<file path="src/rtl/mvm_ctrl_pkg.sv">
// Shared types for the queued MVM controller: FSM state, host command layout
// and the accumulator marker tuple carried through the read-latency pipeline.
package mvm_ctrl_pkg;

   localparam int DEF_VEC_ADDRW = 8;
   localparam int DEF_MAT_ADDRW = 9;
   localparam int DEF_VEC_SIZEW = DEF_VEC_ADDRW + 1;
   localparam int DEF_MAT_SIZEW = DEF_MAT_ADDRW + 1;
   localparam int DEF_RD_LAT    = 2;

   typedef enum logic [0:0] {
      IDLE    = 1'b0,
      COMPUTE = 1'b1
   } state_t;

   typedef struct packed {
      logic [DEF_VEC_ADDRW-1:0] vec_base;
      logic [DEF_VEC_SIZEW-1:0] words;
      logic [DEF_MAT_ADDRW-1:0] mat_base;
      logic [DEF_MAT_SIZEW-1:0] rows;
      logic [DEF_MAT_SIZEW-1:0] stride;
   } cmd_t;

   typedef struct packed {
      logic valid;
      logic first;
      logic last;
      logic jobend;
   } marker_t;

   localparam marker_t MARKER_IDLE = '{valid: 1'b0, first: 1'b0, last: 1'b0, jobend: 1'b0};

endpackage

</file>
<file path="src/rtl/mvm_ctrl_q_if.sv">
// Host command, stall, RAM address and accumulator marker signals of the
// queued MVM controller; the controller uses the slave side.
interface mvm_ctrl_q_if #(
   parameter int VEC_ADDRW = 8,
   parameter int MAT_ADDRW = 9,
   parameter int VEC_SIZEW = VEC_ADDRW + 1,
   parameter int MAT_SIZEW = MAT_ADDRW + 1
);
   logic                 start;
   logic                 cmd_ready;
   logic [VEC_ADDRW-1:0] vec_start_addr;
   logic [VEC_SIZEW-1:0] vec_num_words;
   logic [MAT_ADDRW-1:0] mat_start_addr;
   logic [MAT_SIZEW-1:0] mat_num_rows_per_olane;
   logic [MAT_SIZEW-1:0] mat_row_stride;
   logic                 stall;
   logic [VEC_ADDRW-1:0] vec_raddr;
   logic [MAT_ADDRW-1:0] mat_raddr;
   logic                 accum_first;
   logic                 accum_last;
   logic                 ovalid;
   logic                 done;
   logic                 cmd_err;
   logic                 busy;

   modport master (
      output start, vec_start_addr, vec_num_words, mat_start_addr,
             mat_num_rows_per_olane, mat_row_stride, stall,
      input  cmd_ready, vec_raddr, mat_raddr, accum_first, accum_last,
             ovalid, done, cmd_err, busy
   );

   modport slave (
      input  start, vec_start_addr, vec_num_words, mat_start_addr,
             mat_num_rows_per_olane, mat_row_stride, stall,
      output cmd_ready, vec_raddr, mat_raddr, accum_first, accum_last,
             ovalid, done, cmd_err, busy
   );
endinterface

</file>
<file path="src/rtl/mvm_marker_delay.sv">
// Delays the accumulator marker tuple by the RAM read latency so it lines up
// with read data; always shifts, never stalls.
module mvm_marker_delay
   import mvm_ctrl_pkg::*;
#(
   parameter int RD_LAT = DEF_RD_LAT
) (
   input  logic    clk,
   input  logic    rst,
   input  marker_t din,
   output marker_t dout,
   output logic    any_valid
);

   marker_t stage_r [RD_LAT];

   // Shift register of marker tuples, cleared by synchronous reset
   always_ff @(posedge clk) begin
      if (rst) begin
         for (int i = 0; i < RD_LAT; i++) begin
            stage_r[i] <= MARKER_IDLE;
         end
      end else begin
         stage_r[0] <= din;
         for (int i = 1; i < RD_LAT; i++) begin
            stage_r[i] <= stage_r[i-1];
         end
      end
   end

   // Any beat still in flight keeps the controller busy
   always_comb begin
      any_valid = 1'b0;
      for (int i = 0; i < RD_LAT; i++) begin
         any_valid = any_valid | stage_r[i].valid;
      end
   end

   assign dout = stage_r[RD_LAT-1];

endmodule

</file>
<file path="src/rtl/mvm_ctrl_q.sv">
// MVM read-address controller with a one-deep command queue, row stride,
// issue stall and accumulator markers aligned to the RAM read latency.
module mvm_ctrl_q
   import mvm_ctrl_pkg::*;
#(
   parameter int VEC_ADDRW = DEF_VEC_ADDRW,
   parameter int MAT_ADDRW = DEF_MAT_ADDRW,
   parameter int VEC_SIZEW = VEC_ADDRW + 1,
   parameter int MAT_SIZEW = MAT_ADDRW + 1,
   parameter int RD_LAT    = DEF_RD_LAT
) (
   input logic         clk,
   input logic         rst,
   mvm_ctrl_q_if.slave bus
);

   localparam int SUMW = (VEC_SIZEW > MAT_ADDRW) ? VEC_SIZEW : MAT_ADDRW;

   state_t               state_r;
   logic [VEC_ADDRW-1:0] vec_base_r;
   logic [VEC_SIZEW-1:0] words_r;
   logic [MAT_SIZEW-1:0] rows_r;
   logic [MAT_ADDRW-1:0] row_base_r;
   logic [MAT_SIZEW-1:0] stride_r;
   logic [VEC_SIZEW-1:0] word_cnt_r;
   logic [MAT_SIZEW-1:0] row_cnt_r;
   logic                 pend_valid_r;
   logic [VEC_ADDRW-1:0] pend_vec_base_r;
   logic [VEC_SIZEW-1:0] pend_words_r;
   logic [MAT_ADDRW-1:0] pend_mat_base_r;
   logic [MAT_SIZEW-1:0] pend_rows_r;
   logic [MAT_SIZEW-1:0] pend_stride_r;
   logic                 cmd_err_r;

   logic                 accept_s;
   logic                 zero_s;
   logic                 issue_s;
   logic                 last_word_s;
   logic                 last_row_s;
   logic                 jobend_s;
   logic                 load_s;
   logic                 store_pend_s;
   logic                 go_idle_s;
   logic [VEC_ADDRW-1:0] ld_vec_base_s;
   logic [VEC_SIZEW-1:0] ld_words_s;
   logic [MAT_ADDRW-1:0] ld_mat_base_s;
   logic [MAT_SIZEW-1:0] ld_rows_s;
   logic [MAT_SIZEW-1:0] ld_stride_s;
   marker_t              mark_s;
   marker_t              mark_out_s;
   logic                 any_valid_s;

   // Command acceptance, issue decode and next-job selection
   always_comb begin
      accept_s     = bus.start && !pend_valid_r;
      zero_s       = (bus.vec_num_words == {VEC_SIZEW{1'b0}}) ||
                     (bus.mat_num_rows_per_olane == {MAT_SIZEW{1'b0}});
      issue_s      = (state_r == COMPUTE) && !bus.stall;
      last_word_s  = (word_cnt_r == (words_r - VEC_SIZEW'(1'b1)));
      last_row_s   = (row_cnt_r == (rows_r - MAT_SIZEW'(1'b1)));
      jobend_s     = issue_s && last_word_s && last_row_s;
      load_s       = ((state_r == IDLE) && accept_s && !zero_s) ||
                     (jobend_s && (pend_valid_r || (accept_s && !zero_s)));
      store_pend_s = (state_r == COMPUTE) && accept_s && !zero_s && !jobend_s;
      go_idle_s    = jobend_s && !load_s;
      // The pending slot is only ever occupied while computing
      if (pend_valid_r) begin
         ld_vec_base_s = pend_vec_base_r;
         ld_words_s    = pend_words_r;
         ld_mat_base_s = pend_mat_base_r;
         ld_rows_s     = pend_rows_r;
         ld_stride_s   = pend_stride_r;
      end else begin
         ld_vec_base_s = bus.vec_start_addr;
         ld_words_s    = bus.vec_num_words;
         ld_mat_base_s = bus.mat_start_addr;
         ld_rows_s     = bus.mat_num_rows_per_olane;
         ld_stride_s   = bus.mat_row_stride;
      end
   end

   // Read addresses and the marker tuple for this cycle's issue
   always_comb begin
      mark_s = MARKER_IDLE;
      if (state_r == COMPUTE) begin
         bus.vec_raddr = VEC_ADDRW'(VEC_SIZEW'(vec_base_r) + word_cnt_r);
         bus.mat_raddr = MAT_ADDRW'(SUMW'(row_base_r) + SUMW'(word_cnt_r));
      end else begin
         bus.vec_raddr = {VEC_ADDRW{1'b0}};
         bus.mat_raddr = {MAT_ADDRW{1'b0}};
      end
      if (issue_s) begin
         mark_s.valid  = 1'b1;
         mark_s.first  = (word_cnt_r == {VEC_SIZEW{1'b0}});
         mark_s.last   = last_word_s;
         mark_s.jobend = jobend_s;
      end else begin
         mark_s = MARKER_IDLE;
      end
   end

   // Controller FSM with active counters and the pending command slot
   always_ff @(posedge clk) begin
      if (rst) begin
         state_r         <= IDLE;
         vec_base_r      <= {VEC_ADDRW{1'b0}};
         words_r         <= {VEC_SIZEW{1'b0}};
         rows_r          <= {MAT_SIZEW{1'b0}};
         row_base_r      <= {MAT_ADDRW{1'b0}};
         stride_r        <= {MAT_SIZEW{1'b0}};
         word_cnt_r      <= {VEC_SIZEW{1'b0}};
         row_cnt_r       <= {MAT_SIZEW{1'b0}};
         pend_valid_r    <= 1'b0;
         pend_vec_base_r <= {VEC_ADDRW{1'b0}};
         pend_words_r    <= {VEC_SIZEW{1'b0}};
         pend_mat_base_r <= {MAT_ADDRW{1'b0}};
         pend_rows_r     <= {MAT_SIZEW{1'b0}};
         pend_stride_r   <= {MAT_SIZEW{1'b0}};
         cmd_err_r       <= 1'b0;
      end else begin
         cmd_err_r <= accept_s && zero_s;

         if (load_s) begin
            vec_base_r <= ld_vec_base_s;
            words_r    <= ld_words_s;
            rows_r     <= ld_rows_s;
            row_base_r <= ld_mat_base_s;
            stride_r   <= ld_stride_s;
            word_cnt_r <= {VEC_SIZEW{1'b0}};
            row_cnt_r  <= {MAT_SIZEW{1'b0}};
         end else if (issue_s) begin
            if (last_word_s) begin
               word_cnt_r <= {VEC_SIZEW{1'b0}};
               row_base_r <= MAT_ADDRW'(MAT_SIZEW'(row_base_r) + stride_r);
               row_cnt_r  <= row_cnt_r + MAT_SIZEW'(1'b1);
            end else begin
               word_cnt_r <= word_cnt_r + VEC_SIZEW'(1'b1);
            end
         end

         if (store_pend_s) begin
            pend_valid_r    <= 1'b1;
            pend_vec_base_r <= bus.vec_start_addr;
            pend_words_r    <= bus.vec_num_words;
            pend_mat_base_r <= bus.mat_start_addr;
            pend_rows_r     <= bus.mat_num_rows_per_olane;
            pend_stride_r   <= bus.mat_row_stride;
         end else if (load_s && pend_valid_r) begin
            pend_valid_r <= 1'b0;
         end

         case (state_r)
            IDLE: begin
               if (load_s) begin
                  state_r <= COMPUTE;
               end
            end
            COMPUTE: begin
               if (go_idle_s) begin
                  state_r <= IDLE;
               end
            end
            default: state_r <= IDLE;
         endcase
      end
   end

   mvm_marker_delay #(
      .RD_LAT(RD_LAT)
   ) u_delay (
      .clk      (clk),
      .rst      (rst),
      .din      (mark_s),
      .dout     (mark_out_s),
      .any_valid(any_valid_s)
   );

   assign bus.ovalid      = mark_out_s.valid;
   assign bus.accum_first = mark_out_s.first;
   assign bus.accum_last  = mark_out_s.last;
   assign bus.done        = mark_out_s.valid && mark_out_s.jobend;
   assign bus.cmd_ready   = !pend_valid_r;
   assign bus.cmd_err     = cmd_err_r;
   assign bus.busy        = (state_r == COMPUTE) || pend_valid_r || any_valid_s;

endmodule

</file>
<file path="src/flat_wrapper.sv">
// flat-port wrapper written by rule: the top's interface ports become plain ports
module mvm_ctrl_q_flat import mvm_ctrl_pkg::*;
#(
   parameter int VEC_ADDRW = DEF_VEC_ADDRW,
   parameter int MAT_ADDRW = DEF_MAT_ADDRW,
   parameter int VEC_SIZEW = VEC_ADDRW + 1,
   parameter int MAT_SIZEW = MAT_ADDRW + 1,
   parameter int RD_LAT    = DEF_RD_LAT
)
  (clk, rst, bus_start, bus_vec_start_addr, bus_vec_num_words, bus_mat_start_addr, bus_mat_num_rows_per_olane, bus_mat_row_stride, bus_stall, bus_cmd_ready, bus_vec_raddr, bus_mat_raddr, bus_accum_first, bus_accum_last, bus_ovalid, bus_done, bus_cmd_err, bus_busy);
  mvm_ctrl_q_if #(.VEC_ADDRW(VEC_ADDRW), .MAT_ADDRW(MAT_ADDRW), .VEC_SIZEW(VEC_SIZEW), .MAT_SIZEW(MAT_SIZEW)) bus_i ();
  input logic clk;
  input logic rst;
  input wire logic [$bits(bus_i.start)-1:0] bus_start;
  input wire logic [$bits(bus_i.vec_start_addr)-1:0] bus_vec_start_addr;
  input wire logic [$bits(bus_i.vec_num_words)-1:0] bus_vec_num_words;
  input wire logic [$bits(bus_i.mat_start_addr)-1:0] bus_mat_start_addr;
  input wire logic [$bits(bus_i.mat_num_rows_per_olane)-1:0] bus_mat_num_rows_per_olane;
  input wire logic [$bits(bus_i.mat_row_stride)-1:0] bus_mat_row_stride;
  input wire logic [$bits(bus_i.stall)-1:0] bus_stall;
  output wire logic [$bits(bus_i.cmd_ready)-1:0] bus_cmd_ready;
  output wire logic [$bits(bus_i.vec_raddr)-1:0] bus_vec_raddr;
  output wire logic [$bits(bus_i.mat_raddr)-1:0] bus_mat_raddr;
  output wire logic [$bits(bus_i.accum_first)-1:0] bus_accum_first;
  output wire logic [$bits(bus_i.accum_last)-1:0] bus_accum_last;
  output wire logic [$bits(bus_i.ovalid)-1:0] bus_ovalid;
  output wire logic [$bits(bus_i.done)-1:0] bus_done;
  output wire logic [$bits(bus_i.cmd_err)-1:0] bus_cmd_err;
  output wire logic [$bits(bus_i.busy)-1:0] bus_busy;
  assign bus_i.start = bus_start;
  assign bus_i.vec_start_addr = bus_vec_start_addr;
  assign bus_i.vec_num_words = bus_vec_num_words;
  assign bus_i.mat_start_addr = bus_mat_start_addr;
  assign bus_i.mat_num_rows_per_olane = bus_mat_num_rows_per_olane;
  assign bus_i.mat_row_stride = bus_mat_row_stride;
  assign bus_i.stall = bus_stall;
  assign bus_cmd_ready = bus_i.cmd_ready;
  assign bus_vec_raddr = bus_i.vec_raddr;
  assign bus_mat_raddr = bus_i.mat_raddr;
  assign bus_accum_first = bus_i.accum_first;
  assign bus_accum_last = bus_i.accum_last;
  assign bus_ovalid = bus_i.ovalid;
  assign bus_done = bus_i.done;
  assign bus_cmd_err = bus_i.cmd_err;
  assign bus_busy = bus_i.busy;
  mvm_ctrl_q #(.VEC_ADDRW(VEC_ADDRW), .MAT_ADDRW(MAT_ADDRW), .VEC_SIZEW(VEC_SIZEW), .MAT_SIZEW(MAT_SIZEW), .RD_LAT(RD_LAT)) u_core (.clk(clk), .rst(rst), .bus(bus_i));
endmodule
</file>
<file path="config.mk">
export PLATFORM = sky130hd
export DESIGN_NAME = mvm_ctrl_q_flat
export DESIGN_NICKNAME = d
export VERILOG_FILES = /design/src/rtl/mvm_ctrl_pkg.sv /design/src/rtl/mvm_ctrl_q_if.sv /design/src/rtl/mvm_marker_delay.sv /design/src/rtl/mvm_ctrl_q.sv /design/src/flat_wrapper.sv
export SDC_FILE = /design/constraint.sdc
export NUM_CORES = 1
export LEC_CHECK = 0
export CAP_MARGIN = 40
export CELL_PAD_IN_SITES_DETAIL_PLACEMENT = 1
export CELL_PAD_IN_SITES_GLOBAL_PLACEMENT = 1
export CORE_ASPECT_RATIO = 0.75
export CORE_MARGIN = 3
export CORE_UTILIZATION = 47
export CTS_CLUSTER_SIZE = 25
export DETAILED_ROUTE_END_ITERATION = 8
export HOLD_SLACK_MARGIN = 0.12
export PLACE_DENSITY = 0.83
export RECOVER_POWER = 100
export SETUP_SLACK_MARGIN = 0.1
export SLEW_MARGIN = 10
export SYNTH_ARGS = -nofsm -noshare
export SYNTH_HDL_FRONTEND = slang
export SYNTH_SLANG_ARGS = --single-unit
export TNS_END_PERCENT = 100
</file>
<file path="constraint.sdc">
create_clock -name clk -period 4.4 [get_ports clk]
set_input_delay 0.44 -clock clk [delete_from_list [all_inputs] [get_ports clk]]
set_output_delay 0.44 -clock clk [all_outputs]
set_load 0.02 [all_outputs]
</file>
# == After elaboration in Yosys (flattened, before gate mapping) ==
# Memory sizes are Yosys's and may differ from the RTL's.
# Index checks and enable logic that the tools add are counted.
# totals
regBits,112
ramBits,8
mem_count,1
# memory_table
memory,words,word_bits,read_ports,rd_clocked_by_memory_dff,write_ports,line_no,source
u_core.u_delay.stage_r,2,4,2,0,2,mvm_marker_delay.sv:15,marker_t stage_r [RD_LAT];
# op_classes
addsub,7
eq_ne,2
mux,22
bitwise_logic,4
reduce_logical,34
# op_table
op,n
two-way mux 9 bit,8
adder 9 bit,2
logical NOT 9 bit,2
two-way mux 8 bit,2
logical AND 1 bit,15
two-way mux 4 bit,3
"adder 10 x 1 -> 10 bit, second input constant",1
equality test 10 bit,1
logical NOT 10 bit,1
two-way mux 10 bit,1
"subtractor 10 x 1 -> 10 bit, second input constant",1
"adder 9 x 1 -> 9 bit, second input constant",1
equality test 9 bit,1
"subtractor 9 x 1 -> 9 bit, second input constant",1
adder 8 bit,1
two-way mux 1 bit,7
nonzero test 2 bit,3
logical NOT 1 bit,5
logical OR 1 bit,5
AND reduction 2 bit,2
OR 1 bit,3
one-hot mux 1 bit (2 select lines),1
OR reduction 2 bit,1
inverter 1 bit,1

# == Longest topological paths before layout ==
# Gate-level depths: netlist of the first run.
# depth
word_depth,11
ltp_mapped,13

# == Modules after synthesis ==
# A second synthesis of the first run with hierarchy kept.
# hier_totals
hier_cells,730
hier_area_um2,6866.6
# by_module_without_submodules
mod,instances,cells_per_inst,area_each_um2,seq_area_each_um2
mvm_ctrl_q,1,709,6620.1,2242.2
mvm_marker_delay,1,21,246.5,160.2

# == Worst setup path after synthesis of the first run ==
# No wires, ideal clock.
# synth_timing
kind,register to register
startpoint,register u_core.words_r[0]
endpoint,register u_core.row_base_r[4]
setup_time_ns,0.142
t_arrival_ns,2.545
setup_slack_ns,1.713
path_stages_with_launch,14
path_buffers,3
period_less_slack_ns,2.687
cell_sequence,dfxtp_1 -> inv_1 -> ha_1 -> nor2b_1 -> a21o_1 -> a211oi_1 -> and4bb_1 -> and4_1 -> buf_2 -> a21o_1 -> buf_6 -> buf_6 -> a211oi_1 -> a211oi_2
# synth_via
elab_chain_cells,8
elab_cells_between_ends,10
classes_between,1 x add/sub; 1 x eq/ne; 1 x mux; 7 x reduce/logical
# synth_rtl
element,line_no,source
"start, declared",mvm_ctrl_q.sv:21,logic [VEC_SIZEW-1:0] words_r;
"start signal, assigned",mvm_ctrl_q.sv:107,words_r <= {VEC_SIZEW{1'b0}};
"start signal, assigned",mvm_ctrl_q.sv:125,words_r <= ld_words_s;
subtractor 9 x 1 -> 9 bit (*),mvm_ctrl_q.sv:59,last_word_s = (word_cnt_r == (words_r - VEC_SIZEW'(1'b1)));
equality test 9 bit (*),mvm_ctrl_q.sv:59,
logical AND 1 bit (2 in a row),mvm_ctrl_q.sv:61,jobend_s = issue_s && last_word_s && last_row_s;
logical AND 1 bit,mvm_ctrl_q.sv:63,(jobend_s && (pend_valid_r || (accept_s && !zero_s)));
logical OR 1 bit,mvm_ctrl_q.sv:62,load_s = ((state_r == IDLE) && accept_s && !zero_s) ||
nonzero test 2 bit (no source line),--,
AND reduction 2 bit (no source line),--,
"end signal, assigned",mvm_ctrl_q.sv:109,row_base_r <= {MAT_ADDRW{1'b0}};
"end signal, assigned",mvm_ctrl_q.sv:127,row_base_r <= ld_mat_base_s;
"end signal, assigned",mvm_ctrl_q.sv:134,row_base_r <= MAT_ADDRW'(MAT_SIZEW'(row_base_r) + stride_r);
"end, declared",mvm_ctrl_q.sv:23,logic [MAT_ADDRW-1:0] row_base_r;
# Mark *: on every way between the ends. The rest lies on a longest branch, timed or not.
# A chain may end at the register's enable or synchronous reset.

# == Worst setup path after layout of the first run ==
# layout_timing
startpoint,register u_core.words_r[0]
endpoint,register u_core.rows_r[5]
# layout_via
elab_chain_cells,6
# layout_rtl
element,line_no,source
subtractor 9 x 1 -> 9 bit,mvm_ctrl_q.sv:59,
equality test 9 bit,mvm_ctrl_q.sv:59,
logical AND 1 bit (2 in a row),mvm_ctrl_q.sv:61,
logical AND 1 bit,mvm_ctrl_q.sv:63,
logical OR 1 bit,mvm_ctrl_q.sv:62,
"end signal, assigned",mvm_ctrl_q.sv:108,rows_r <= {MAT_SIZEW{1'b0}};
"end signal, assigned",mvm_ctrl_q.sv:126,rows_r <= ld_rows_s;
"end, declared",mvm_ctrl_q.sv:22,logic [MAT_SIZEW-1:0] rows_r;
# Every way passes these cells.

==> impl_metrics.ini, run 1 <==
[clocking]
clk_pin_slew_ns = 0.06
tritoncts = done
cts_resized = 0
cts.path.max_buffers = 2
ctsHtreeMaxLevel = 4
clock_latency_ns = 0.42
holdBufCountCts = 0
cts_root_buffer = clkbuf_16
cts_setup_buffers = 0
numCtsBuffers = 17
cts_sinks = 120

[setup_path]
rr_endpoint = u_core.rows_r[5]$_SDFFE_PP0P_
worstSetupEndpointType = register
critPathArrivalTime_ns = 4.26
cp.required_ns = 4.70
cp-start-kind = register
worstRegToRegCells = 9
timing.rr.start = u_core.words_r[0]$_SDFFE_PP0P_
path_class = reg2reg
path_max_fanout = 39
r2r_slack_ns = 0.44

[timing]
whs_ns = 0.444
fin_crit_sh_pct = 90.0
max_freq_mhz = 253
max_slew.worst_pin.slew_ns = 3.37
setup_viol = 0
min_period_ns = 3.96
relSlewSlack_pct = -125
hold_viol_final = 0
clock_skew_ns = 0.00924
drv_slew = 72
rsz0062_at_grt = false
fin_tns_setup_ns = 0

[flow_run]
cap_violations = 1

[synth]
async_flop_share_pct = 0
synth_flop_cell = dfxtp_1
synth.yosys.warnings = 0
syn-num-nets = 808
synth_enable_flop_cells = 0
ys_types = 59
synthCells = 727
syn_avg_cell_area_um2 = 9.25
yosysMostFrequentCell = dfxtp_1
syn_area_mm2 = 0.00672
synth_top_area_cell = dfxtp_1
synth_seq_area_share_pct = 35.7
synth.area.top_cells = dfxtp_1 36%, mux2i_1 13%, nor2_1 6.2%
ys_ff_latch = 120
synth_top_area_share_pct = 35.7
synth_commonest_cells = 120 x dfxtp_1, 111 x nor2_1, 85 x mux2i_1, 32 x xnor2_1, 29 x a211oi_2

[detailed_routing]
drt-wirelength-per-cell_um = 18.9
drt-initial-drc-count = 270
postRouteWirelength_um = 18300
detail-route-antenna-nets = 0
vias = 5572
drtPass1Iterations = 4
via_per_inst = 5.76
drcViolationCount = 0

[layout]
syn_to_final_growth_pct = 18.5
diodes = 0
num-nets-final = 862
drive_gt1_share_pct = 7.31

[global_routing]
overflow = 0
grtUsageTotal_pct = 24.0
grt_pass1_vias = 6005
grt_antenna_before_repair = 0
grt_max_degree = 72
grt_pass1_wl_um = 30000

[placement]
port_buffers = 72
gp_congestion = 0.878
dp_hpwl_um = 12700

[floorplan]
initial_core_util_pct = 48.6
num_rows = 37
die_w_um = 144
num_io_pins = 74
dieArea_mm2 = 0.0158
core_mm2 = 0.0138
die_h_um = 110

[run_status]
status = finished, violations left
violations = capacitance limit, slew limit

[hold_path]
min_to = u_core.u_delay.stage_r[0][4]$_SDFF_PP0_
hold_depth = 1
worstHoldStart = u_core.u_delay.stage_r[0][0]$_SDFF_PP0_
min_path_type = reg2reg

[power]
vdd_drop_max_mv = 0.300
powerDensity_mw_per_mm2 = 396
leakagePower_nw = 3.03
[placed cells by master (no fill, tap or decap), drive strengths merged, types with 3 or more instances in the layout]
cell type      instances
a211o                  3
a211oi                47
a21o                  10
a21oi                 24
and2                  21
and3                   5
buf                    4
clkbuf                23
clkdlybuf4s50         48
clkinv                 3
clkinvlp               4
dfxtp                120
dlygate4sd3           23
fa                     3
ha                    28
inv                   21
mux2i                 85
nand2                 23
nand2b                 3
nand3                  6
nand4                 11
nor2                 111
nor2b                 15
nor3                  22
nor4                  11
nor4b                  3
o211ai                 3
o21ai                  9
o21bai                 7
o31a                   3
or3                    7
or4                    5
xnor2                 32
xor2                  23
[per-stage QoR]
step | cells | power [mW] | cell area (um^2) | setup WS, ns | utilization, %
floorplan | 727 | 1.63 | 6720 | 1.71 | -
detailed placement | 937 | 1.81 | 7500 | 0.820 | 54.2
CTS | 968 | 3.19 | 8080 | 0.483 | 58.3
finish | 968 | 3.15 | 7970 | 0.442 | 57.6
global route | 968 | 3.29 | 7970 | 0.176 | 57.6
global placement | 936 | 1.76 | 7490 | 0.922 | 54.1
[how the worst max path moves through the flow]
stage / start / end / slack, ns / cells past startpoint
global placement: bus_mat_num_rows_per_olane[9] / u_core.row_base_r[4]$_SDFFE_PP0P_ / 0.92 / 9
finish: u_core.words_r[0]$_SDFFE_PP0P_ / u_core.rows_r[5]$_SDFFE_PP0P_ / 0.44 / 9
detailed placement: u_core.words_r[0]$_SDFFE_PP0P_ / u_core.rows_r[7]$_SDFFE_PP0P_ / 0.82 / 9
floorplan: u_core.words_r[0]$_SDFFE_PP0P_ / u_core.row_base_r[4]$_SDFFE_PP0P_ / 1.71 / 13
global route: u_core.words_r[0]$_SDFFE_PP0P_ / u_core.rows_r[2]$_SDFFE_PP0P_ / 0.18 / 9
CTS: u_core.word_cnt_r[0]$_SDFFE_PP0P_ / bus_mat_raddr[8] / 0.48 / 11
[registers in the layout, indices dropped and copies added (netlist names), 8 cells and up]
name	count
u_core.word_cnt_r	9
u_core.words_r	9
u_core.pend_mat_base_r	9
u_core.pend_vec_base_r	8
u_core.u_delay.stage_r	8
u_core.stride_r	9
u_core.pend_rows_r	10
u_core.rows_r	10
u_core.row_cnt_r	10
u_core.vec_base_r	8
u_core.pend_words_r	9
u_core.row_base_r	9
u_core.pend_stride_r	9
[cell type report]
| type | instances | area (um^2) |
|---|---|---|
| clock buffers | 20 | 457 |
| clock inverters | 11 | 123 |
| fillers | 1569 | 5880 |
| inverters | 19 | 71.3 |
| multi-input cells | 544 | 3930 |
| flip-flops and latches | 120 | 2400 |
| well taps | 175 | 219 |
| repair buffers | 79 | 767 |
[where the power goes]
group	switching (mW)	leakage, nW	internal, mW
Sequential	0.0790	0.980	1.15
Clock	0.518	0.275	0.860
Combinational	0.296	1.77	0.248
Total	0.892	3.03	2.26
[worst max-delay path: stages (launching register included)]
cell      delay (ns)
dfxtp_1         0.37
nor3_1          0.67
o211ai_1        0.21
a211o_1         0.32
and4bb_1        0.27
and4_1          0.68
a21o_2          0.24
clkbuf_2        0.65
nor2_1          0.10
a211oi_1        0.31
[metal layers]
| metal | global-route usage [%] | up-vias | wire (um) |
|---|---|---|---|
| met5 | 0 | - | 0 |
| met4 | 7.73 | 0 | 357 |
| met3 | 4.91 | 36 | 708 |
| met2 | 42.3 | 108 | 9110 |
| met1 | 29.4 | 2729 | 8120 |
| li1 | - | 2699 | - |
[cells by family (layout without fill, tap and decap cells)]
| kind of cell | Yosys count | count (layout) | synth area share, % |
|---|---|---|---|
| compound gates | 120 | 120 | 14.7 |
| xor+xnor | 55 | 55 | 7.17 |
| fa+ha+maj | 31 | 31 | 6.10 |
| buf+inv | 63 | 129 | 4.71 |
| flops | 120 | 120 | 35.7 |
| mux | 86 | 86 | 12.8 |
| simple gates | 252 | 252 | 18.7 |
No activity file was read; power rests on OpenSTA's default activity.
==> run 2: changes to the inputs <==
CORE_UTILIZATION = 40   (was 47)
PLACE_DENSITY = 0.75   (was 0.83)
clock period = 3.46 ns   (was 4.4 ns; I/O delays follow)
==> impl_metrics.ini, run 2 (same netlist as run 1, synthesis figures left out) <==
[run_status]
status = finished, violations left
violations = capacitance limit, slew limit

[detailed_routing]
vias = 5539
via_per_inst = 5.47
drt-initial-drc-count = 180
drcViolationCount = 0
detail-route-antenna-nets = 0
drt-wirelength-per-cell_um = 18.7
drtPass1Iterations = 4
postRouteWirelength_um = 18900

[floorplan]
initial_core_util_pct = 41.5
dieArea_mm2 = 0.0184
die_h_um = 118
num_io_pins = 74
die_w_um = 156
core_mm2 = 0.0162
num_rows = 40

[timing]
hold_viol_final = 0
rsz0062_at_grt = true
relSlewSlack_pct = -64.3
min_period_ns = 3.28
clock_skew_ns = 0.00743
drv_slew = 52
whs_ns = 0.468
max_slew.worst_pin.slew_ns = 2.46
max_freq_mhz = 304
fin_crit_sh_pct = 94.9
setup_viol = 0
fin_tns_setup_ns = 0

[setup_path]
crit_top_cell = a21oi_2
cp-start-kind = register
path_buf_inv = 1
path_max_fanout = 3
path_delay_family = compound AO/OA/AOI/OAI gates
path_class = reg2out
r2r_slack_ns = 0.21
crit_chain = ha_1 -> fa_1 -> a21o_1 -> a21oi_2 -> o21bai_1 -> a21oi_2 -> o21bai_1 -> a21oi_2 -> xnor2_1 -> and2_1 -> clkdlybuf4s15_1
crit_slowest_cell = fa_1
worstSetupEndpointType = output pin
cp.required_ns = 3.11
max_stage_delay_ns = 0.41
critPathArrivalTime_ns = 2.94

[clocking]
clk_pin_slew_ns = 0.06
ctsHtreeMaxLevel = 4
tritoncts = done
numCtsBuffers = 17
cts_root_buffer = clkbuf_16
cts_setup_buffers = 0
cts.path.max_buffers = 2
clock_latency_ns = 0.42
holdBufCountCts = 0
cts_sinks = 120

[layout]
final_common_cell = dfxtp_1
diodes = 0
register_area_mm2 = 0.00241
drive_gt1_share_pct = 9.35
final.fill_count = 1850
multiInputGateArea_mm2 = 0.00398
mostFrequentLayoutCells = 118 x dfxtp_1, 111 x nor2_1, 85 x mux2i_1, 50 x clkdlybuf4s50_1, 32 x xnor2_1
reg_top3 = u_core.pend_rows_r (10), u_core.row_cnt_r (10), u_core.rows_r (10)
syn_to_final_growth_pct = 22.0
num-nets-final = 872

[power]
leakagePower_nw = 3.10
vdd_drop_max_mv = 0.355
powerDensity_mw_per_mm2 = 506
power_mw = 4.15

[global_routing]
grt_pass1_vias = 6045
grt_pass1_wl_um = 30800
grt_max_degree = 52
grt_antenna_before_repair = 0
overflow = 0
grtUsageTotal_pct = 20.9

[placement]
port_buffers = 72
gp_congestion = 0.820
dp_hpwl_um = 13400

[flow_run]
cap_violations = 1

[hold_path]
min_path_type = reg2reg
## run 2: cell types whose count changed in the layout (fill, tap and decap cells not counted), moves of 3 or more
cell,delta
a21oi_2,+3
a211oi_2,+7
dlygate4sd3_1,-7
dlygate4sd2_1,+3
buf_12,+3
and2_0,+3
and2_1,-3
a21oi_1,-3
a211oi_1,-7
clkbuf_1,+6
## run 2: layer usage
layer	vias up	global-route usage (%)	part of all wire, %
li1	2707	-	-
met1	2702	25.6	45
met2	102	35.5	49
met3	28	5.71	4.1
met4	0	6.45	1.6
met5	-	0	0
## run 2: where the power goes
| part | switching [mW] | total [mW] | leakage, nW | internal [mW] |
|---|---|---|---|---|
| combinational | 0.387 | 0.718 | 1.82 | 0.331 |
| sequential | 0.0946 | 1.56 | 0.982 | 1.47 |
| clock | 0.622 | 1.87 | 0.298 | 1.25 |
| total | 1.10 | 4.15 | 3.10 | 3.05 |
## run 2: cell type report
class	instances	area share (%)
Clock inverter	8	1.77
Clock buffer	22	5.78
Sequential cell	120	29.4
Timing Repair Buffer	89	10.5
Tap cell	210	3.20
Inverter	19	0.870
Multi-Input combinational cell	544	48.5
## run 2: final timing paths
path,endpoint,cells after the start,from
max,bus_mat_raddr[8],11,u_core.row_base_r[0]$_SDFFE_PP0P_
min,u_core.u_delay.stage_r[0][5]$_SDFF_PP0_,1,u_core.u_delay.stage_r[0][1]$_SDFF_PP0_
max reg2reg,u_core.words_r[6]$_SDFFE_PP0P_,9,u_core.words_r[3]$_SDFFE_PP0P_
min reg2reg,u_core.u_delay.stage_r[0][5]$_SDFF_PP0_,1,u_core.u_delay.stage_r[0][1]$_SDFF_PP0_
## run 2: repair_timing
action | 4_1_cts | 5_1_grt
gates cloned | 0 | 0
endpoints found under the setup margin | 6 | 60
resized for setup | 8 | 5
## run 2: through the flow
stage	cell area [um^2]	worst slack (ns)	util (%)	instances
detailed placement	7650	0.0819	47.2	982
finish	8200	0.175	50.6	1012
global placement	7640	0.223	47.1	981
floorplan	6720	0.773	-	727
CTS	8280	0.0484	51.0	1012
global route	8200	0.0183	50.6	1012
==> run 3: changes to the inputs <==
CORE_MARGIN = default   (was 3)
==> impl_metrics.ini, run 3 (same netlist as run 1, synthesis figures left out) <==
[placement]
port_buffers = 72
place_inst = 981
place_ws_ns = 0.170
dpl_cell_area_mm2 = 0.00765
gp_congestion = 0.832
dp_hpwl_um = 13000

[floorplan]
die_h_um = 114
die_w_um = 152
num_rows = 40
dieArea_mm2 = 0.0173
core_mm2 = 0.0162
num_io_pins = 74
initial_core_util_pct = 41.5

[global_routing]
grtUsageTotal_pct = 22.2
grt_pass1_vias = 5906
grt_max_degree = 52
overflow = 0
grt_antenna_before_repair = 0
grt_pass1_wl_um = 29600

[run_status]
violations = capacitance limit, slew limit
status = finished, violations left

[hold_path]
hold_depth = 1
min_path_type = reg2reg
worstHoldStart = u_core.u_delay.stage_r[0][0]$_SDFF_PP0_
min_to = u_core.u_delay.stage_r[0][4]$_SDFF_PP0_

[layout]
stdcell_count = 1013
diodes = 0
final_common_cell = dfxtp_1
num-nets-final = 871
drive_gt1_share_pct = 10.2
syn_to_final_growth_pct = 22.3
final_util_pct = 50.7
mostFrequentLayoutCells = 117 x dfxtp_1, 111 x nor2_1, 85 x mux2i_1, 51 x clkdlybuf4s50_1, 32 x xnor2_1
reg_top3 = u_core.pend_rows_r (10), u_core.row_cnt_r (10), u_core.rows_r (10)
final_area_mm2 = 0.00822

[power]
vdd_drop_max_mv = 0.301
p_int_mw = 3.05
leakagePower_nw = 3.11
powerDensity_mw_per_mm2 = 506
combPwrFrac_pct = 17.2
power.switching_mw = 1.11
power_mw = 4.16
seqPwrFrac_pct = 37.5
switching_share_pct = 26.6
power.share.clock_pct = 45.3

[setup_path]
rr_endpoint = u_core.row_cnt_r[1]$_SDFFE_PP0P_
timing.rr.start = u_core.words_r[1]$_SDFFE_PP0P_
worstRegToRegCells = 11
cp.required_ns = 3.11
worstSetupEndpointType = output pin
r2r_slack_ns = 0.26
path_max_fanout = 3
path_class = reg2out
cp-start-kind = register
critPathArrivalTime_ns = 2.90

[clocking]
cts_root_buffer = clkbuf_16
clk_pin_slew_ns = 0.05
tritoncts = done
ctsHtreeMaxLevel = 4
clock_latency_ns = 0.42
holdBufCountCts = 0
cts_sinks = 120
numCtsBuffers = 17
cts.path.max_buffers = 2

[timing]
drv_slew = 52
rsz0062_at_grt = true
setup_viol = 0
hold_viol_final = 0
max_slew.worst_pin.slew_ns = 2.40
max_freq_mhz = 308
setup_ws_ns = 0.216
relSlewSlack_pct = -60.2
whs_ns = 0.456
fin_tns_setup_ns = 0
fin_crit_sh_pct = 93.8
clock_skew_ns = 0.00706
min_period_ns = 3.24

[detailed_routing]
detail-route-antenna-nets = 0
drt-wirelength-per-cell_um = 18.1
drtPass1Iterations = 5
drcViolationCount = 0
drt-initial-drc-count = 189
via_per_inst = 5.47
vias = 5539
postRouteWirelength_um = 18300

[flow_run]
cap_violations = 1
## run 3: cell count changes in the layout (fill, tap and decap cells not counted), sizes merged
cell | previous run | this run
clkdlybuf4s15 | 1 | 2
clkdlybuf4s50 | 50 | 51
clkinvlp | 2 | 0
dlygate4sd3 | 16 | 15
clkinv | 2 | 5
dlygate4sd2 | 3 | 2
buf | 10 | 11
clkdlybuf4s25 | 1 | 0
## run 3: critical path: stages, from the launching register on
cell and delay (ns):
dfxtp_1 0.35, ha_1 0.23, fa_1 0.44, a21o_1 0.20, a21oi_2 0.17, o21bai_1 0.11
a21oi_2 0.19, o21bai_1 0.10, a21oi_2 0.14, xnor2_1 0.15, and2_1 0.15, clkdlybuf4s15_2 0.25
## run 3: power by group through the flow
stage	logic, mW	clock network (mW)	registers [mW]
after floorplan	0.533	0	1.54
final	0.718	1.88	1.56
after global routing	0.787	1.99	1.57
after global placement	0.690	0	1.58
after detailed placement	0.727	0	1.59
after CTS	0.739	1.92	1.56
## run 3: timing repair
item / in CTS / in global routing
buffers inserted: 0 / 0
endpoints found under the setup margin: 6 / 83
gates resized for setup: 11 / 8
hold endpoints to repair: 0 / 0
pin swaps: 0 / 1
## run 3: layout make-up
type | instances | area (um^2)
fill | 1877 | 7990
multi-input combinational | 544 | 3990
sequential | 120 | 2410
timing repair buffer | 88 | 865
clock buffer | 23 | 478
tap | 210 | 263
clock inverter | 9 | 145
inverter | 19 | 71.3
## run 3: per-layer routing
metal | vias to the layer above | wire length, um | track usage [%]
met5 | - | 0 | 0
met4 | 0 | 258 | 8.18
met3 | 16 | 632 | 4.34
met2 | 100 | 9030 | 38.4
met1 | 2717 | 8380 | 27.2
li1 | 2706 | - | -
## run 3: worst max-delay path by stage
stage | from | endpoint | cells past startpoint
detailed placement | bus_mat_num_rows_per_olane[3] | u_core.row_base_r[1]$_SDFFE_PP0P_ | 9
global placement | bus_mat_num_rows_per_olane[9] | u_core.row_base_r[4]$_SDFFE_PP0P_ | 9
CTS | u_core.row_base_r[0]$_SDFFE_PP0P_ | bus_mat_raddr[8] | 11
global route | u_core.words_r[1]$_SDFFE_PP0P_ | u_core.words_r[4]$_SDFFE_PP0P_ | 11
floorplan | u_core.words_r[0]$_SDFFE_PP0P_ | u_core.row_base_r[4]$_SDFFE_PP0P_ | 13
finish | u_core.row_base_r[0]$_SDFFE_PP0P_ | bus_mat_raddr[8] | 11
==> patch: new RTL, config.mk and constraints of run 2 <==
Set the package constant `DEF_RD_LAT` to 1 (it was 2).
--- a/src/rtl/mvm_ctrl_pkg.sv
+++ b/src/rtl/mvm_ctrl_pkg.sv
@@ -6,7 +6,7 @@
    localparam int DEF_MAT_ADDRW = 9;
    localparam int DEF_VEC_SIZEW = DEF_VEC_ADDRW + 1;
    localparam int DEF_MAT_SIZEW = DEF_MAT_ADDRW + 1;
-   localparam int DEF_RD_LAT    = 2;
+   localparam int DEF_RD_LAT    = 1;
 
    typedef enum logic [0:0] {
       IDLE    = 1'b0,
Formal check against the unedited RTL: not equivalent (Yosys sat finds a counterexample within 4 cycles, from zero or initial values and one cycle with rst high).
==> patch against run 2 <==
- the flow finishes with violations (capacitance limit, slew limit, setup timing)
- sequential share of layout area shrank 4.4 points
- register-to-register slack lost 0.28 ns
- cell area grew 14%
- total power grew 10%
- synthesized area grew 3.0%
- sequential cell count shrank 4
- clock power is essentially flat
- wire length grew 36%
- worst setup slack lost 0.25 ns
- critical endpoint is now u_core.rows_r[1]$_SDFFE_PP0P_
- largest cell class unchanged
==> patch: results (changes against run 2) <==
Run status
  • Outcome: finished with violations (unchanged)
  • Violated checks: capacitance limit, slew limit, setup timing (was capacitance limit, slew limit)

Clock tree
  • Worst skew pair latency: 0.44 ns (was 0.42 ns)

Global routing
  • Met1 demand-to-capacity share in global routing: 35.0% (was 25.6%)
  • Wire length of the first global-routing pass: 36.3 mm (was 30.8 mm)
  • Gr usage total: 24.2% (was 20.9%)
  • Via count of the first global-routing pass: 6643 (was 6045)

Synthesis
  • Post-Synthesis Cells: 801 (was 727)
  • Commonest cells in the netlist: 117 x sky130_fd_sc_hd__nand2_1, 116 x sky130_fd_sc_hd__dfxtp_1, 51 x sky130_fd_sc_hd__clkbuf_1 (was 120 x sky130_fd_sc_hd__dfxtp_1, 111 x sky130_fd_sc_hd__nor2_1, 85 x sky130_fd_sc_hd__mux2i_1)
  • Share of synthesized area occupied by flip-flops and latches: 33.5% (was 35.7%)
  • Synthesized Nets: 882 (was 808)

Worst setup path
  • Critical path's largest stage delay: 0.60 ns (was 0.41 ns)
  • Highest-delay cell along the critical path: sky130_fd_sc_hd__or4_1 (was sky130_fd_sc_hd__fa_1)
  • Top cell family by delay on the critical path: simple AND/OR/NAND/NOR gates (was compound AO/OA/AOI/OAI gates)
  • Worst R2R End: u_core.rows_r[1]$_SDFFE_PP0P_ (was u_core.words_r[6]$_SDFFE_PP0P_)

Timing
  • Number of max-slew violations in the final report: 72 (was 52)
  • Max transition margin: -21.6% (was -64.3%)
  • Setup violations, final: 20 (was 0)
  • Setup slack of the critical path after layout: -0.0742 ns (was 0.175 ns)

Route
  • Count of TritonRoute iterations in the first routing pass: 5 (was 4)
  • Met1 wire length: 12.2 mm (was 8.61 mm)
  • Total length of routed met2 wires: 12.0 mm (was 9.24 mm)

Power
  • Leakage power: 3.72 nW (was 3.10 nW)

Min path
  • WHS Path Cells: 2 (was 1)
  • Endpoint, Worst Hold: u_core.pend_stride_r[6]$_SDFFE_PP0P_ (was u_core.u_delay.stage_r[0][5]$_SDFF_PP0_)

Placement
  • Routability congestion estimate from global placement: 0.847 (was 0.820)

Layout
  • Number of fill cells: 1823 (was 1850)

Run
  • Maximum Capacitance Violations: 2 (was 1)
==> patch: cell count changes in the layout (fill, tap and decap cells not counted), sizes merged, moves of 36 or more <==
cell	run 2	this run
a31oi	2	43
a211oi	47	10
buf	10	51
a31o	1	40
nor2	111	27
o221a	1	37
nand2	23	117
mux2i	85	48
==> patch: final cells by class <==
type,count,share of cell area (%)
clock buffers,20,4.98
clock inverters,12,1.62
inverters,20,0.815
multi-input cells,600,51.0
flip-flops and latches,116,24.9
well taps,210,2.81
repair buffers,128,13.9
==> patch: worst reg2reg max path, cell delays in order (launching register included) <==
cell,delay [ns]
sky130_fd_sc_hd__dfxtp_4,0.35
sky130_fd_sc_hd__or4_1,0.60
sky130_fd_sc_hd__nor4_1,0.47
sky130_fd_sc_hd__nor4_1,0.20
sky130_fd_sc_hd__o311ai_4,0.35
sky130_fd_sc_hd__buf_6,0.28
sky130_fd_sc_hd__nor4_2,0.06
sky130_fd_sc_hd__buf_4,0.17
sky130_fd_sc_hd__nor2_4,0.54
sky130_fd_sc_hd__buf_12,0.25
sky130_fd_sc_hd__o221a_2,0.22
==> patch: repair_timing <==
item,4_1_cts,5_1_grt
setup endpoints to repair,110,111
gates cloned,3,6
resized for setup,13,69
setup buffers,4,8
pin swaps,5,22
==> patch: kinds of logic (layout without fill, tap and decap cells) <==
group                    after synthesis  after routing  share of synthesized area [%]
AND/OR/NAND/NOR                      257            260                           17.7
AO/OA/AOI/OAI                        202            202                           23.2
flip-flops                           116            116                           33.5
buffers and inverters                 88            180                           5.09
multiplexers                          54             54                           7.91
XOR/XNOR                              53             53                           6.70
adder cells (fa/ha/maj)               31             31                           5.93
==> patch: report_power, final <==
part | switching, mW | leakage (nW) | internal (mW)
clock | 0.685 | 0.290 | 1.19
combinational | 0.620 | 2.48 | 0.526
sequential | 0.126 | 0.951 | 1.44
